### src/rtl/window_fetch_ctrl_pkg.sv
// Shared constants and FSM encoding for the 3x3 window fetch controller.
// Package name is cnn_layer_pkg so other layer blocks can share it.
package cnn_layer_pkg;

    localparam int IMG_W  = 80;
    localparam int IMG_H  = 60;
    localparam int ADDR_W = 13;
    localparam int KSIZE  = 3;

    typedef enum logic [2:0] {
        ST_IDLE  = 3'd0,
        ST_FETCH = 3'd1,
        ST_WAIT  = 3'd2,
        ST_OUT   = 3'd3,
        ST_DONE  = 3'd4
    } state_t;

endpackage

### src/rtl/window_fetch_ctrl_if.sv
// Bus bundle for window_fetch_ctrl: frame control, pixel-memory read port
// and the window output stream.
//
// Window stream handshake: a window transfers on every rising edge where
// win_valid and win_ready are both high. Once win_valid is raised it stays
// high, and win_data/win_row/win_col stay unchanged, until that transfer.
// win_ready may change freely and must not depend on win_valid.
interface window_fetch_ctrl_if #(
    parameter int ADDR_W = cnn_layer_pkg::ADDR_W
);

    logic              start;
    logic [ADDR_W-1:0] base_addr;
    logic              busy;
    logic              done;
    logic              mem_rd_en;
    logic [ADDR_W-1:0] mem_rd_addr;
    logic [7:0]        mem_rd_data;
    logic              win_valid;
    logic              win_ready;
    logic [71:0]       win_data;
    logic [5:0]        win_row;
    logic [6:0]        win_col;

    // Controller side.
    modport master (
        input  start, base_addr, mem_rd_data, win_ready,
        output busy, done, mem_rd_en, mem_rd_addr,
               win_valid, win_data, win_row, win_col
    );

    // Environment side: requester, pixel memory and window consumer.
    modport slave (
        output start, base_addr, mem_rd_data, win_ready,
        input  busy, done, mem_rd_en, mem_rd_addr,
               win_valid, win_data, win_row, win_col
    );

endinterface

### src/rtl/window_fetch_ctrl_tap_address_gen.sv
// Combinational tap address: ref + r*IMG_W + c for tap k = 3*r + c,
// wrapping modulo 2^ADDR_W.
module tap_address_gen #(
    parameter int IMG_W  = cnn_layer_pkg::IMG_W,
    parameter int ADDR_W = cnn_layer_pkg::ADDR_W
) (
    input  logic [ADDR_W-1:0] ref_addr,
    input  logic [3:0]        k,
    output logic [ADDR_W-1:0] tap_addr
);
    import cnn_layer_pkg::*;

    logic [3:0] tap_r;
    logic [3:0] tap_c;

    // Split the tap index into row/column and add the offsets to the reference.
    always_comb begin
        tap_r    = k / 4'(KSIZE);
        tap_c    = k % 4'(KSIZE);
        tap_addr = ref_addr + ADDR_W'(int'(tap_r) * IMG_W) + ADDR_W'(tap_c);
    end

endmodule

### src/rtl/window_fetch_ctrl.sv
// Scans one frame as a raster of 3x3 windows, reading pixels from a
// single-cycle-latency memory and presenting each window on a valid/ready
// stream. Optional macro WINDOW_COLUMN_REUSE_EN keeps two columns of the
// previous window when stepping right, so only the new column is read.
module window_fetch_ctrl #(
    parameter int IMG_W  = cnn_layer_pkg::IMG_W,
    parameter int IMG_H  = cnn_layer_pkg::IMG_H,
    parameter int ADDR_W = cnn_layer_pkg::ADDR_W
) (
    input  logic                  clk,
    input  logic                  reset,
    window_fetch_ctrl_if.master   bus,
    output cnn_layer_pkg::state_t state_dbg
);
    import cnn_layer_pkg::*;

    localparam logic [6:0] COL_LAST      = 7'(IMG_W - KSIZE);
    localparam logic [5:0] ROW_LAST      = 6'(IMG_H - KSIZE);
    localparam logic [3:0] IDX_FULL_LAST = 4'(KSIZE * KSIZE - 1);
    localparam logic [3:0] IDX_COL_LAST  = 4'(KSIZE - 1);

    state_t            state;
    state_t            state_nx;
    logic [ADDR_W-1:0] base_q;
    logic [5:0]        row;
    logic [6:0]        col;
    logic [3:0]        fetch_idx;
    logic [3:0]        tap_k;
    logic              full_fetch;
    logic              fetch_last;
    logic              accept;
    logic              last_win;
    logic [ADDR_W-1:0] ref_addr;
    logic [ADDR_W-1:0] tap_addr;
    logic              cap_en;
    logic [3:0]        cap_k;
    logic [71:0]       win_buf;

`ifdef WINDOW_COLUMN_REUSE_EN
    // Only the first window of a row needs all nine taps.
    assign full_fetch = (col == 7'd0);
`else
    assign full_fetch = 1'b1;
`endif

    assign tap_k      = full_fetch ? fetch_idx : fetch_idx * 4'(KSIZE) + 4'(KSIZE - 1);
    assign fetch_last = (fetch_idx == (full_fetch ? IDX_FULL_LAST : IDX_COL_LAST));
    assign accept     = (state == ST_OUT) && bus.win_ready;
    assign last_win   = (row == ROW_LAST) && (col == COL_LAST);
    assign ref_addr   = ADDR_W'(int'(base_q) + int'(row) * IMG_W + int'(col));

    tap_address_gen #(
        .IMG_W  (IMG_W),
        .ADDR_W (ADDR_W)
    ) u_tap_addr (
        .ref_addr (ref_addr),
        .k        (tap_k),
        .tap_addr (tap_addr)
    );

    assign bus.busy        = (state != ST_IDLE);
    assign bus.done        = (state == ST_DONE);
    assign bus.win_valid   = (state == ST_OUT);
    assign bus.mem_rd_en   = (state == ST_FETCH);
    assign bus.mem_rd_addr = (state == ST_FETCH) ? tap_addr : '0;
    assign bus.win_data    = win_buf;
    assign bus.win_row     = row;
    assign bus.win_col     = col;
    assign state_dbg       = state;

    // State register.
    always_ff @(posedge clk) begin
        if (reset) state <= ST_IDLE;
        else       state <= state_nx;
    end

    // Next-state decode; start is only honoured in IDLE.
    always_comb begin
        state_nx = state;
        case (state)
            ST_IDLE:  if (bus.start) state_nx = ST_FETCH;
            ST_FETCH: if (fetch_last) state_nx = ST_WAIT;
            ST_WAIT:  state_nx = ST_OUT;
            ST_OUT:   if (bus.win_ready) state_nx = last_win ? ST_DONE : ST_FETCH;
            ST_DONE:  state_nx = ST_IDLE;
            default:  state_nx = ST_IDLE;
        endcase
    end

    // Scan position, read sequencing and window capture (data lands one cycle after its read).
    always_ff @(posedge clk) begin
        if (reset) begin
            base_q    <= '0;
            row       <= '0;
            col       <= '0;
            fetch_idx <= '0;
            cap_en    <= 1'b0;
            cap_k     <= '0;
            win_buf   <= '0;
        end else begin
            cap_en <= (state == ST_FETCH);
            cap_k  <= tap_k;
            if (cap_en) win_buf[{cap_k, 3'b000} +: 8] <= bus.mem_rd_data;

            if (state == ST_IDLE && bus.start) begin
                base_q    <= bus.base_addr;
                row       <= '0;
                col       <= '0;
                fetch_idx <= '0;
            end

            if (state == ST_FETCH) fetch_idx <= fetch_idx + 4'd1;

            if (accept) begin
                fetch_idx <= '0;
                if (!last_win) begin
                    if (col == COL_LAST) begin
                        col <= '0;
                        row <= row + 6'd1;
                    end else begin
                        col <= col + 7'd1;
                    end
                end
`ifdef WINDOW_COLUMN_REUSE_EN
                // Slide left one column; a new row refetches all taps anyway.
                for (int r = 0; r < KSIZE; r++) begin
                    win_buf[8*(3*r)   +: 8] <= win_buf[8*(3*r+1) +: 8];
                    win_buf[8*(3*r+1) +: 8] <= win_buf[8*(3*r+2) +: 8];
                end
`endif
            end
        end
    end

endmodule

### src/flat_wrapper.sv
// flat-port wrapper written by rule: the top's interface ports become plain ports
module window_fetch_ctrl_flat import cnn_layer_pkg::*;
#(
    parameter int IMG_W  = cnn_layer_pkg::IMG_W,
    parameter int IMG_H  = cnn_layer_pkg::IMG_H,
    parameter int ADDR_W = cnn_layer_pkg::ADDR_W
)
  (clk, reset, state_dbg, bus_start, bus_base_addr, bus_mem_rd_data, bus_win_ready, bus_busy, bus_done, bus_mem_rd_en, bus_mem_rd_addr, bus_win_valid, bus_win_data, bus_win_row, bus_win_col);
  window_fetch_ctrl_if #(.ADDR_W(ADDR_W)) bus_i ();
  input  logic clk;
  input  logic reset;
  output cnn_layer_pkg::state_t state_dbg;
  input wire logic [$bits(bus_i.start)-1:0] bus_start;
  input wire logic [$bits(bus_i.base_addr)-1:0] bus_base_addr;
  input wire logic [$bits(bus_i.mem_rd_data)-1:0] bus_mem_rd_data;
  input wire logic [$bits(bus_i.win_ready)-1:0] bus_win_ready;
  output wire logic [$bits(bus_i.busy)-1:0] bus_busy;
  output wire logic [$bits(bus_i.done)-1:0] bus_done;
  output wire logic [$bits(bus_i.mem_rd_en)-1:0] bus_mem_rd_en;
  output wire logic [$bits(bus_i.mem_rd_addr)-1:0] bus_mem_rd_addr;
  output wire logic [$bits(bus_i.win_valid)-1:0] bus_win_valid;
  output wire logic [$bits(bus_i.win_data)-1:0] bus_win_data;
  output wire logic [$bits(bus_i.win_row)-1:0] bus_win_row;
  output wire logic [$bits(bus_i.win_col)-1:0] bus_win_col;
  assign bus_i.start = bus_start;
  assign bus_i.base_addr = bus_base_addr;
  assign bus_i.mem_rd_data = bus_mem_rd_data;
  assign bus_i.win_ready = bus_win_ready;
  assign bus_busy = bus_i.busy;
  assign bus_done = bus_i.done;
  assign bus_mem_rd_en = bus_i.mem_rd_en;
  assign bus_mem_rd_addr = bus_i.mem_rd_addr;
  assign bus_win_valid = bus_i.win_valid;
  assign bus_win_data = bus_i.win_data;
  assign bus_win_row = bus_i.win_row;
  assign bus_win_col = bus_i.win_col;
  window_fetch_ctrl #(.IMG_W(IMG_W), .IMG_H(IMG_H), .ADDR_W(ADDR_W)) u_core (.clk(clk), .reset(reset), .bus(bus_i), .state_dbg(state_dbg));
endmodule
### config.mk
export PLATFORM = sky130hd
export DESIGN_NAME = window_fetch_ctrl_flat
export DESIGN_NICKNAME = d
export VERILOG_FILES = /design/src/rtl/window_fetch_ctrl_pkg.sv /design/src/rtl/window_fetch_ctrl_if.sv /design/src/rtl/window_fetch_ctrl_tap_address_gen.sv /design/src/rtl/window_fetch_ctrl.sv /design/src/flat_wrapper.sv
export SDC_FILE = /design/constraint.sdc
export NUM_CORES = 1
export LEC_CHECK = 0
export CORE_MARGIN = 2
export CORE_UTILIZATION = 55
export CTS_CLUSTER_SIZE = 24
export DETAILED_ROUTE_END_ITERATION = 8
export DONT_BUFFER_PORTS = 1
export GPL_TIMING_DRIVEN = 0
export PLACE_DENSITY = 0.7
export SYNTH_ARGS = -nofsm -noshare
export SYNTH_HDL_FRONTEND = slang
export SYNTH_SLANG_ARGS = --single-unit
export TNS_END_PERCENT = 10
### constraint.sdc
create_clock -name clk -period 11.4 [get_ports clk]
set_clock_uncertainty 0.2 [all_clocks]
set_input_delay 1.14 -clock clk [delete_from_list [all_inputs] [get_ports clk]]
set_output_delay 1.14 -clock clk [all_outputs]
set_load 0.1 [all_outputs]
[After elaboration in Yosys (flattened, before gate mapping)]
Cells that the tools add are included.
Storage, ports and cells
  bits in registers: 110
  input bits: 25
  logic and storage cells: 57
Cells by class
  add/subtract/negate cells: 8
  multipliers: 2
  divide/modulo/power cells: 2
  equal/unequal tests: 10
  shift operators: 2
  mux-type cells: 17
  reduce and logical (&&, ||, !) cells: 8
Operators by type and width (number)
  72-bit bitwise mux: 1
  8-bit by 9-bit variable shift with 72-bit output (first input constant): 1
  8-bit by 9-bit indexed part select with 72-bit output: 1
  7-bit 2-to-1 mux: 4
  6-bit 2-to-1 mux: 4
  13-bit by 11-bit adder with 13-bit output: 1
  13-bit adder: 1
  13-bit by 4-bit adder with 13-bit output: 1
  13-bit by 8-bit adder with 13-bit output: 1
  13-bit 2-to-1 mux: 1
  3-bit 2-to-1 mux: 4
  3-bit case mux with 4 select lines: 1
  6-bit by 3-bit multiplier with 9-bit output (second input constant): 1
  7-bit negation with 9-bit output: 1
  4-bit 2-to-1 mux: 2
  7-bit by 1-bit adder with 7-bit output (second input constant): 1
  7-bit equality test (second input constant): 1
  4-bit by 3-bit multiplier with 7-bit output (second input constant): 1
  6-bit by 1-bit adder with 6-bit output (second input constant): 1
  3-bit by 2-bit equality test with 1-bit output (second input constant): 2
  6-bit equality test (second input constant): 1
  4-bit by 1-bit adder with 4-bit output (second input constant): 1
  4-bit by 2-bit divider with 4-bit output (second input constant): 1
  4-bit equality test (second input constant): 1
  11 further kinds: 14

[Depth between registers and ports, before layout]
  word-level depth: 6
  mapped depth: 21

[Cells and area by module]
A second synthesis with hierarchy kept.
Unflattened totals
  cells, all modules: 667
  area total of the unflattened synthesis: 6109.6 um^2
By module, submodules not included
  window_fetch_ctrl: times used 1, cells an instance 565, area each 5312.6 um^2
  tap_address_gen: times used 1, cells an instance 102, area each 797.0 um^2

[Least setup slack after synthesis]
No wires, ideal clock.
  path type: reg2out
  from: register u_core.fetch_idx[2]
  to: output bus_mem_rd_addr[10]
  arrival: 6381 ps
  data required time: 10060 ps
  path slack: 3679 ps
  stages on the path, launching flop included: 22
  cell sequence: dfxtp_1 -> nor2b_2 -> ha_1 -> inv_1 -> ha_1 -> inv_1 -> a21oi_4 -> xnor2_1 -> ha_1 -> nor3b_2 -> inv_1 -> ha_1 -> fa_1 -> inv_1 -> fa_1 -> inv_1 -> ha_1 -> o21a_1 -> o31a_1 -> o21ai_0 -> a21oi_1 -> o21ai_0
On the way
  word-level cells in the longest chain between the ends: 5
  elaborated cells between the ends (all ways): 6
  classes of those cells: 2 x add/sub; 1 x mul; 2 x div; 1 x mux
Ends and longest elaborated chain
  start: declaration: line window_fetch_ctrl.sv:27  | logic [3:0] fetch_idx;
  start signal: assignment: line window_fetch_ctrl.sv:112  | if (state == ST_FETCH) fetch_idx <= fetch_idx + 4'd1;
  4-bit by 2-bit divider with 4-bit output: line window_fetch_ctrl_tap_address_gen.sv:18  | tap_r = k / 4'(KSIZE);
  4-bit by 3-bit multiplier with 7-bit output: line window_fetch_ctrl_tap_address_gen.sv:20  | tap_addr = ref_addr + ADDR_W'(int'(tap_r) * IMG_W) + ADDR_W'(tap_c);
  13-bit by 11-bit adder with 13-bit output: line window_fetch_ctrl_tap_address_gen.sv:20
  13-bit by 4-bit adder with 13-bit output *: line window_fetch_ctrl_tap_address_gen.sv:20
  13-bit 2-to-1 mux *: line window_fetch_ctrl.sv:65  | assign bus.mem_rd_addr = (state == ST_FETCH) ? tap_addr : '0;
  end: declaration: line flat_wrapper.sv:20  | output wire logic [$bits(bus_i.mem_rd_addr)-1:0] bus_mem_rd_addr;
Mark *: on every way between the ends. The rest lies on a longest branch, timed or not.

[Final worst setup path]
  from: register u_core.fetch_idx[2]
  to: output bus_mem_rd_addr[8]
The elaborated chain is that of the path after synthesis.

==> summary.txt <==
Compound-gate portion of the synthesized area: 0.0901
Yosys top cell by area: dfxtp_1
Filler instances: 932
# nets final: 745
Critical Path Start Type: register
N_diodes: 0
Busiest layer in global routing: met2
Detail Placement HPWL: 10.8 mm
Hold-fix buffers at CTS: 0
Gate power share: 0.092
Post-synthesis cell count: 645
CTS root buf: clkbuf_8
Met3 Use GR: 0.0627
VDD IR max: 0.0683 mV
Share of flip-flops with an asynchronous set or reset: 0
Period utilization: 0.653
Dpl cell area: 0.00632 mm^2
RSZ-0062 raised after global routing: false
Sequential cell area fraction in the yosys report: 0.366
Vias per std cell: 5.70
Critical Path RT: 10060 ps
Setup TNS: 0 ps
Fin. Hold Viols: 0
Avg Inst Size Synth: 9.32 um^2
Relative slew slack: 0.114
Vias in the first global route: 4477
Post-synthesis adder-cell area fraction: 0.141
Post-CTS Setup Bufs: 0
Actual slew at the worst max-slew pin: 1330 ps
CTS clock-pin slew for the worst setup and hold paths: 110 ps
Leak pwr: 0.00313 uW
Clk sinks: 110
CP Max Fanout: 6
Power share of the clock group: 0.353
Top FF cell, synth: dfxtp_1
CTS max path bufs: 2
First-pass GRT wire length: 23.0 mm
Die W: 109 um
Sw power: 213 uW
Netlist Area Pre-Place: 0.00601 mm^2
Gr usage total: 0.250
Routability cong.: 0.872
Mux share of post-synthesis cell area: 0.130
Worst Setup End Kind: primary output
Total wire length: 14.3 mm
WL per Instance: 17.8 um
Kind of critical path: register to primary output
# DRC: 0
Routed Antenna Nets: 0
Slew Limit Fails: 0
Pin count of the biggest net entering global routing: 21
Top post-synthesis cells by area: dfxtp_1 37%, mux2i_1 13%, ha_1 9.2%
Clk Latency, worst-skew pair: 390 ps
Synth Area in Simple Gates: 0.203
Status: complete, no violations
Sequential share of power: 0.556
Die area: 0.0118 mm^2
Fraction of layout cells with a size suffix above 1: 0.0961
CTS tree: yes
Most common cell in the synthesized netlist: dfxtp_1
Fmax: 0.134 GHz
Final instance area: 0.00653 mm^2
Most instantiated cells after synthesis: 110 x dfxtp_1, 102 x nor2_1, 76 x mux2i_1
Min-delay worst type: register to register
Grt total ovfl: 0
Number of port buffers: 0
Tmin final: 7440 ps
Die Span Y: 109 um
Largest family of logic cells by synthesized area: simple AND/OR/NAND/NOR gates
Synth top area share: 0.366
Switching Share: 0.293
Area Growth Syn to Fin: 8.57%
Total core area: 0.0107 mm^2
Int Power: 514 uW
Iteration count of the initial detailed-routing pass: 4
# setup viols final: 0
CTS buffer count: 9
Post-CTS sizing: 0
CP arrival: 6100 ps
Multi-input logic area: 0.00355 mm^2
Initial Utilization: 0.560
Reg area: 0.00220 mm^2
I/O pin cnt: 130
P per Cell Area: 111 mW/mm^2
Met2 Resource Use GR: 0.442
Hold_ws: 272 ps
Warnings, synthesis: 0
Core Rows: 38
Initial antenna violation count: 0
Via count: 4595
Met1 Usage GRT: 0.293
Maxcap violations: 0
Yosys cell types: 60
Post-synth EDFFs: 0
H-tree depth: 3
Xor and xnor fraction of the mapped netlist area: 0.0160
Mapped Nets: 729
Flops & latches, synth: 110
Iteration-0 DRC count of the detailed router: 387
## state kept, by name (all words and copies together) (netlist names)
register	cells
u_core.base_q	13
u_core.cap_en	1
u_core.cap_k	4
u_core.bus.win_col	7
u_core.state_dbg	3
u_core.fetch_idx	4
u_core.bus.win_row	6
u_core.bus.win_data	72
## layout by cell type (no fill, tap or decap), types with 3 or more instances in the layout
master,count
a211oi_1,3
a21o_1,6
a21oi_1,32
a311oi_1,5
and2_1,15
and3_1,17
and4b_1,3
buf_2,6
buf_6,3
buf_8,5
clkbuf_1,12
clkbuf_8,13
dfxtp_1,110
fa_1,15
ha_1,44
inv_1,38
mux2i_1,76
nand2_1,40
nand2b_1,4
nand3_1,15
nand3_4,4
nand4_1,3
nor2_1,98
nor2_2,4
nor2b_1,6
nor3_1,11
nor3_2,3
nor3b_2,3
nor4_1,4
o21ai_0,6
or3_1,3
xnor2_1,8
xor2_1,3
## final timing paths
check | start | end | slack [ps] | cells after the start
worst max register to register | u_core.state_dbg[1] | u_core.fetch_idx[2] | 7600 | 7
worst min-delay path | u_core.base_q[2] | u_core.base_q[2] | 270 | 2
worst max-delay path | u_core.fetch_idx[2] | bus_mem_rd_addr[8] | 3960 | 21
worst min register to register | u_core.base_q[2] | u_core.base_q[2] | 270 | 2
## power by group through the flow
stage          Combinational, uW  Clock, uW  Sequential, uW
4_1_cts                     66.8        257             404
6_report                    66.6        257             404
2_1_floorplan               52.0          0             412
3_3_place_gp                62.2          0             413
3_5_place_dp                66.2          0             413
5_1_grt                     72.9        275             405
## per-stage QoR
| stage | total power, uW | setup WS, ps | util | cells |
|---|---|---|---|---|
| after global routing | 753 | 3590 | 0.608 | 806 |
| final | 727 | 3960 | 0.608 | 806 |
| after detailed placement | 479 | 4360 | 0.588 | 790 |
| after floorplan | 464 | 3680 | - | 645 |
| after CTS | 728 | 3920 | 0.608 | 806 |
| after global placement | 475 | 3340 | 0.576 | 785 |
## area by class of cell
class / count / share of cell area
Tap cell: 140 / 0.0268
Buffer: 26 / 0.0263
Clock buffer: 9 / 0.0190
Timing Repair Buffer: 5 / 0.0115
Multi-Input combinational cell: 470 / 0.544
Sequential cell: 110 / 0.337
Inverter: 39 / 0.0224
Clock inverter: 7 / 0.0132
## routing by layer
| layer | routed length (um) | vias up |
|---|---|---|
| li1 | - | 2253 |
| met1 | 5870 | 2166 |
| met2 | 7150 | 157 |
| met3 | 1080 | 19 |
| met4 | 247 | 0 |
| met5 | 0 | - |
## worst max-delay path, stage by stage, from the launching register on
cell and delay [ps]:
dfxtp_1 440, nor2b_2 280, ha_1 180, inv_1 40
ha_1 200, inv_1 140, a21oi_4 70, xnor2_1 170
ha_1 250, nor3b_2 300, inv_1 130, ha_1 310
fa_1 500, inv_1 50, fa_1 510, inv_1 50
ha_1 330, o21a_1 130, o31a_1 260, o21ai_0 210
a21o_1 240, a21oi_2 920
## kinds of logic (layout without fill, tap and decap cells)
group,Yosys count,in the layout
buffers and inverters,65,86
adders and majority gates,59,59
xor gates and xnor gates,11,11
muxes,78,78
AOI/OAI and AO/OA,79,79
and+or+nand+nor,243,243
DFF,110,110
No activity file was read; power rests on OpenSTA's default activity.
